## src/rtl/branch_predictor.sv

```systemverilog
// Direct-mapped branch target buffer with per-entry saturating counters.
// Combinational fetch-stage lookup, EX-stage update/mispredict, saturating stats and a debug read port.
module branch_predictor #(
  parameter  int XLEN    = 32,
  parameter  int ENTRIES = 16,
  parameter  int TAG_W   = 8,
  parameter  int CTR_W   = 2,
  parameter  int PC_LSB  = 2,
  localparam int IDX_W   = $clog2(ENTRIES)
) (
  input  logic             clk,
  input  logic             rst,
  input  logic [XLEN-1:0]  if_pc,
  output logic             pred_hit,
  output logic             pred_taken,
  output logic [XLEN-1:0]  pred_target,
  input  logic             upd_valid,
  input  logic [XLEN-1:0]  upd_pc,
  input  logic             upd_is_jump,
  input  logic             upd_taken,
  input  logic [XLEN-1:0]  upd_target,
  input  logic             upd_pred_taken,
  input  logic [XLEN-1:0]  upd_pred_target,
  output logic             mispredict,
  output logic [XLEN-1:0]  redirect_pc,
  input  logic             flush,
  input  logic [IDX_W-1:0] dbg_idx,
  output logic [XLEN-1:0]  dbg_entry,
  output logic [31:0]      stat_br,
  output logic [31:0]      stat_miss
);

  localparam logic [CTR_W-1:0] CTR_MAX = '1;
  localparam logic [CTR_W-1:0] CTR_WNT = CTR_W'((1 << (CTR_W - 1)) - 1);
  localparam logic [CTR_W-1:0] CTR_WT  = CTR_W'(1 << (CTR_W - 1));
  localparam int               DBG_W   = 2 + CTR_W + TAG_W;

  logic [ENTRIES-1:0] r_valid;
  logic [ENTRIES-1:0] r_is_jump;
  logic [TAG_W-1:0]   r_tag    [ENTRIES];
  logic [XLEN-1:0]    r_target [ENTRIES];
  logic [CTR_W-1:0]   r_ctr    [ENTRIES];
  logic [31:0]        r_stat_br;
  logic [31:0]        r_stat_miss;

  logic [IDX_W-1:0]   w_if_idx;
  logic [TAG_W-1:0]   w_if_tag;
  logic [IDX_W-1:0]   w_upd_idx;
  logic [TAG_W-1:0]   w_upd_tag;
  logic               w_upd_hit;
  logic [DBG_W-1:0]   w_dbg;

  assign w_if_idx  = if_pc[PC_LSB +: IDX_W];
  assign w_if_tag  = if_pc[PC_LSB + IDX_W +: TAG_W];
  assign w_upd_idx = upd_pc[PC_LSB +: IDX_W];
  assign w_upd_tag = upd_pc[PC_LSB + IDX_W +: TAG_W];
  assign w_upd_hit = r_valid[w_upd_idx] && (r_tag[w_upd_idx] == w_upd_tag);

  // Lookup reads the registered table only, so a same-cycle update is not bypassed.
  assign pred_hit    = r_valid[w_if_idx] && (r_tag[w_if_idx] == w_if_tag);
  assign pred_taken  = pred_hit && (r_is_jump[w_if_idx] || r_ctr[w_if_idx][CTR_W-1]);
  assign pred_target = pred_taken ? r_target[w_if_idx] : if_pc + XLEN'(4);

  assign mispredict  = upd_valid && ((upd_taken != upd_pred_taken) ||
                                     (upd_taken && (upd_target != upd_pred_target)));
  assign redirect_pc = upd_taken ? upd_target : upd_pc + XLEN'(4);

  assign w_dbg     = {r_valid[dbg_idx], r_is_jump[dbg_idx], r_ctr[dbg_idx], r_tag[dbg_idx]};
  assign dbg_entry = XLEN'(w_dbg);
  assign stat_br   = r_stat_br;
  assign stat_miss = r_stat_miss;

  always_ff @(posedge clk or negedge rst) begin
    if (!rst) begin
      r_valid   <= '0;
      r_is_jump <= '0;
      for (int i = 0; i < ENTRIES; i++) begin
        r_tag[i]    <= '0;
        r_target[i] <= '0;
        r_ctr[i]    <= CTR_WNT;
      end
    end else if (flush) begin
      // Flush wins over any update; counters deliberately survive.
      r_valid <= '0;
    end else if (upd_valid) begin
      if (w_upd_hit) begin
        if (upd_is_jump) begin
          r_ctr[w_upd_idx]     <= CTR_MAX;
          r_target[w_upd_idx]  <= upd_target;
          r_is_jump[w_upd_idx] <= 1'b1;
        end else if (upd_taken) begin
          if (r_ctr[w_upd_idx] != CTR_MAX) r_ctr[w_upd_idx] <= r_ctr[w_upd_idx] + 1'b1;
          r_target[w_upd_idx] <= upd_target;
        end else if (r_ctr[w_upd_idx] != '0) begin
          r_ctr[w_upd_idx] <= r_ctr[w_upd_idx] - 1'b1;
        end
      end else if (upd_taken) begin
        r_valid[w_upd_idx]   <= 1'b1;
        r_tag[w_upd_idx]     <= w_upd_tag;
        r_target[w_upd_idx]  <= upd_target;
        r_is_jump[w_upd_idx] <= upd_is_jump;
        r_ctr[w_upd_idx]     <= upd_is_jump ? CTR_MAX : CTR_WT;
      end
    end
  end

  always_ff @(posedge clk or negedge rst) begin
    if (!rst) begin
      r_stat_br   <= '0;
      r_stat_miss <= '0;
    end else begin
      if (upd_valid && (r_stat_br != 32'hFFFF_FFFF)) r_stat_br <= r_stat_br + 32'd1;
      if (mispredict && (r_stat_miss != 32'hFFFF_FFFF)) r_stat_miss <= r_stat_miss + 32'd1;
    end
  end

endmodule
```

## config.mk

```make
export PLATFORM = sky130hd
export DESIGN_NAME = branch_predictor
export DESIGN_NICKNAME = d
export VERILOG_FILES = /design/src/rtl/branch_predictor.sv
export SDC_FILE = /design/constraint.sdc
export NUM_CORES = 2
export LEC_CHECK = 0
export BUFFER_PORTS_ARGS = -buffer_cell sky130_fd_sc_hd__buf_4
export CAP_MARGIN = 30
export CORE_MARGIN = 4
export CORE_UTILIZATION = 55
export DETAILED_ROUTE_END_ITERATION = 10
export GPL_TIMING_DRIVEN = 0
export PLACE_DENSITY = 0.72
export RECOVER_POWER = 50
export SETUP_SLACK_MARGIN = 0.15
export SLEW_MARGIN = 20
export SYNTH_ARGS = -nofsm -noshare
export SYNTH_HDL_FRONTEND = slang
export SYNTH_SLANG_ARGS = --single-unit
```

## constraint.sdc

```tcl
create_clock -name clk -period 7.1 [get_ports clk]
set_clock_uncertainty 0.15 [all_clocks]
set_input_delay 1.42 -clock clk [delete_from_list [all_inputs] [get_ports clk]]
set_output_delay 1.42 -clock clk [all_outputs]
set_load 0.02 [all_outputs]
```

==> metrics.yaml <==
nNetsFinal: 3443
slew_viol_final: 310
maxCapViolations: 4
violations: "max-capacitance violations, max-slew violations"
layout.cells.most_common_list: "dfrtp_1, mux2_2, mux4_2, buf_4, clkbuf_1"
powerDensity_nw_per_um2: 255
cts_root_buffer: "clkbuf_16"
ioPinCount: 302
grt_busiest_layer: "met2"
grt_pass1_wl_um: 194000
vdd_drop_max_mv: 0.208
die_area_um2: 78500
status: "complete, but fails checks"
fill_cells: 5439
synthFlopType: "dfrtp_1"
antenna_found_initial: 7
vias_per_cell: 6.61
portBuffers: 243
slew_headroom_pct: -80.7
crit_path_max_incr_delay_ps: 820
worst_slew_pin_slew_ps: 2710
vias: 28600
drt_iter0_drc: 2602
grt_max_degree: 108
cts_made_buffers: 84
start_kind: "input pin"
wl_per_cell_um: 30.4
cts_buffer_depth: 3
crit_arrival_ps: 5400
crit_slowest_cell: "clkbuf_1"
totalWireLength_um: 131000
multi_input_area_um2: 20100
crit_path_end_kind: "output pin"
area_delta_synth_final_pct: 15.6
fin_ws_ps: 132
async_flop_share_pct: 100
cts_max_level: 3
dr.pass1.iters: 5
grt_usage_pct: 33.4
overflow: 0
die_h_um: 280
synth_cell_types: 61
antenna_left: 0
grt_util_met1_pct: 44.7
use_met3_pct: 8.30
seq_area_um2: 19200
gp_congestion: 0.997
dp_hpwl_um: 95800
fp-row-count: 99
drive_above_1_share_pct: 45.5
crit_cells: 12
fmaxAchievable_ghz: 0.144
start_util_pct: 55.7
worst-r2r-cell-count: 8
seq_area_frac_synth_pct: 47.2
met2_usage_pct: 52.4
cp_top_family: "buffers and inverters"
cp.required_ps: 5530
synth_seq_cells: 768
rsz0062_at_grt: "no"
hold_violations: 0
synth-edff-count: 0
clk_pin_slew_worst_paths_ps: 60
cts_sinks: 768
synth_area_um2: 40800
cts_tree: "built"
mostFrequentLayoutCell: "dfrtp_1"
power.leakage_nw: 21.4
pre_cts_ws_ps: -632
grt_pass1_vias: 29700
coreArea_um2: 73200
ys_warn_count: 0
critPathBufInv: 5
hold_path_class: "flop to flop"
syn_inst: 2916
cp_max_fo: 10
finalCriticalPeriod_ps: 6970
worst_hold_slack_ps: 346
dieWidth_um: 280
fin_crit_sh_pct: 98.1
syn_avg_cell_area_um2: 14.0
insertion_delay_ps: 650
min_path_cells: 1
setup_viol: 0
critPathKind: "input pin to output pin"
drc_errors: 0
crit_path_cell_trace: "buf_2, clkbuf_1, mux2i_1, mux2i_1, xor2_1, nor2_1, o211ai_1, or4_1, clkbuf_1, clkbuf_4, mux2_1, buf_4"
-- cell usage after synthesis, drive strengths merged (31+ instances only) --
cell type / n / area, µm²
mux4: 291 / 6560
xor2: 81 / 709
o22ai: 55 / 344
nand4: 31 / 194
inv: 44 / 165
nand3: 63 / 315
and3: 37 / 231
nand2: 116 / 435
nor2: 68 / 283
o21ai: 91 / 557
buf: 131 / 882
dfrtp: 752 / 18800
mux2i: 36 / 360
xnor2: 90 / 788
mux2: 693 / 7880
clkbuf: 148 / 556
-- routing by layer --
layer  wire length [µm]  share of wire (%)
met1              51300                 39
met2              61500                 47
met3              11900                9.0
met4               6730                5.1
met5                 48              0.037
-- logic make-up after synthesis --
group | share of synthesized area [%]
DFF | 47.2
AOI/OAI and AO/OA | 3.95
muxes | 36.3
buffers and inverters | 3.93
adders and majority gates | 0.276
and+or+nand+nor | 4.67
xor gates and xnor gates | 3.67
other | 0.00920
-- state kept, by name (all words and copies together) (netlist names) --
name / flops
stat_br: 32
r_target: 512
r_tag: 128
r_valid: 16
stat_miss: 32
r_ctr: 32
r_is_jump: 16
-- report_power, final --
part / switching, mW / total (mW) / leakage [nW] / internal, mW
Clock: 1.87 / 4.57 / 1.43 / 2.70
Sequential: 0.394 / 5.34 / 10.1 / 4.94
Combinational: 1.00 / 2.09 / 9.86 / 1.09
Total: 3.26 / 12.0 / 21.4 / 8.74
-- cell type report --
cell class | instances | area share, %
multi-input cells | 1844 | 42.6
diodes | 2 | 0.0106
clock inverters | 26 | 0.760
repair buffers | 275 | 4.27
flip-flops and latches | 768 | 40.8
well taps | 959 | 2.55
inverters | 44 | 0.351
plain buffers | 278 | 3.22
clock buffers | 129 | 5.40
-- stage by stage --
stage	power [mW]	instances	utilization, %	area (µm²)	TNS (ps)
finish	12.0	4325	64.4	47100	0
global route	12.4	4323	64.3	47100	0
CTS	12.0	4318	64.7	47300	0
detailed placement	7.48	4164	60.6	44300	-3710
global placement	7.32	4137	59.9	43900	-2752790
floorplan	6.65	2935	-	40800	0
-- final timing paths --
check	startpoint	end	slack [ps]
setup / recovery	if_pc[4]	pred_target[13]	130
hold / removal	stat_br[11]	stat_br[11]	350
setup reg to reg	r_tag[101]	r_target[193]	2770
hold reg to reg	stat_br[11]	stat_br[11]	350
max in group asynchronous	rst	stat_miss[30]	1080
min in group asynchronous	rst	stat_br[24]	1170
-- what timing repair did --
| action | in CTS | in global routing |
|---|---|---|
| resized for setup | 35 | 17 |
| endpoints found under the hold margin | 0 | 0 |
| setup endpoints to repair | 36 | 33 |
| setup buffers | 0 | 3 |
| cloned | 0 | 0 |
| hold buffers | 0 | 0 |
| pin swaps | 0 | 2 |
Power figures use the tool's default switching activity.
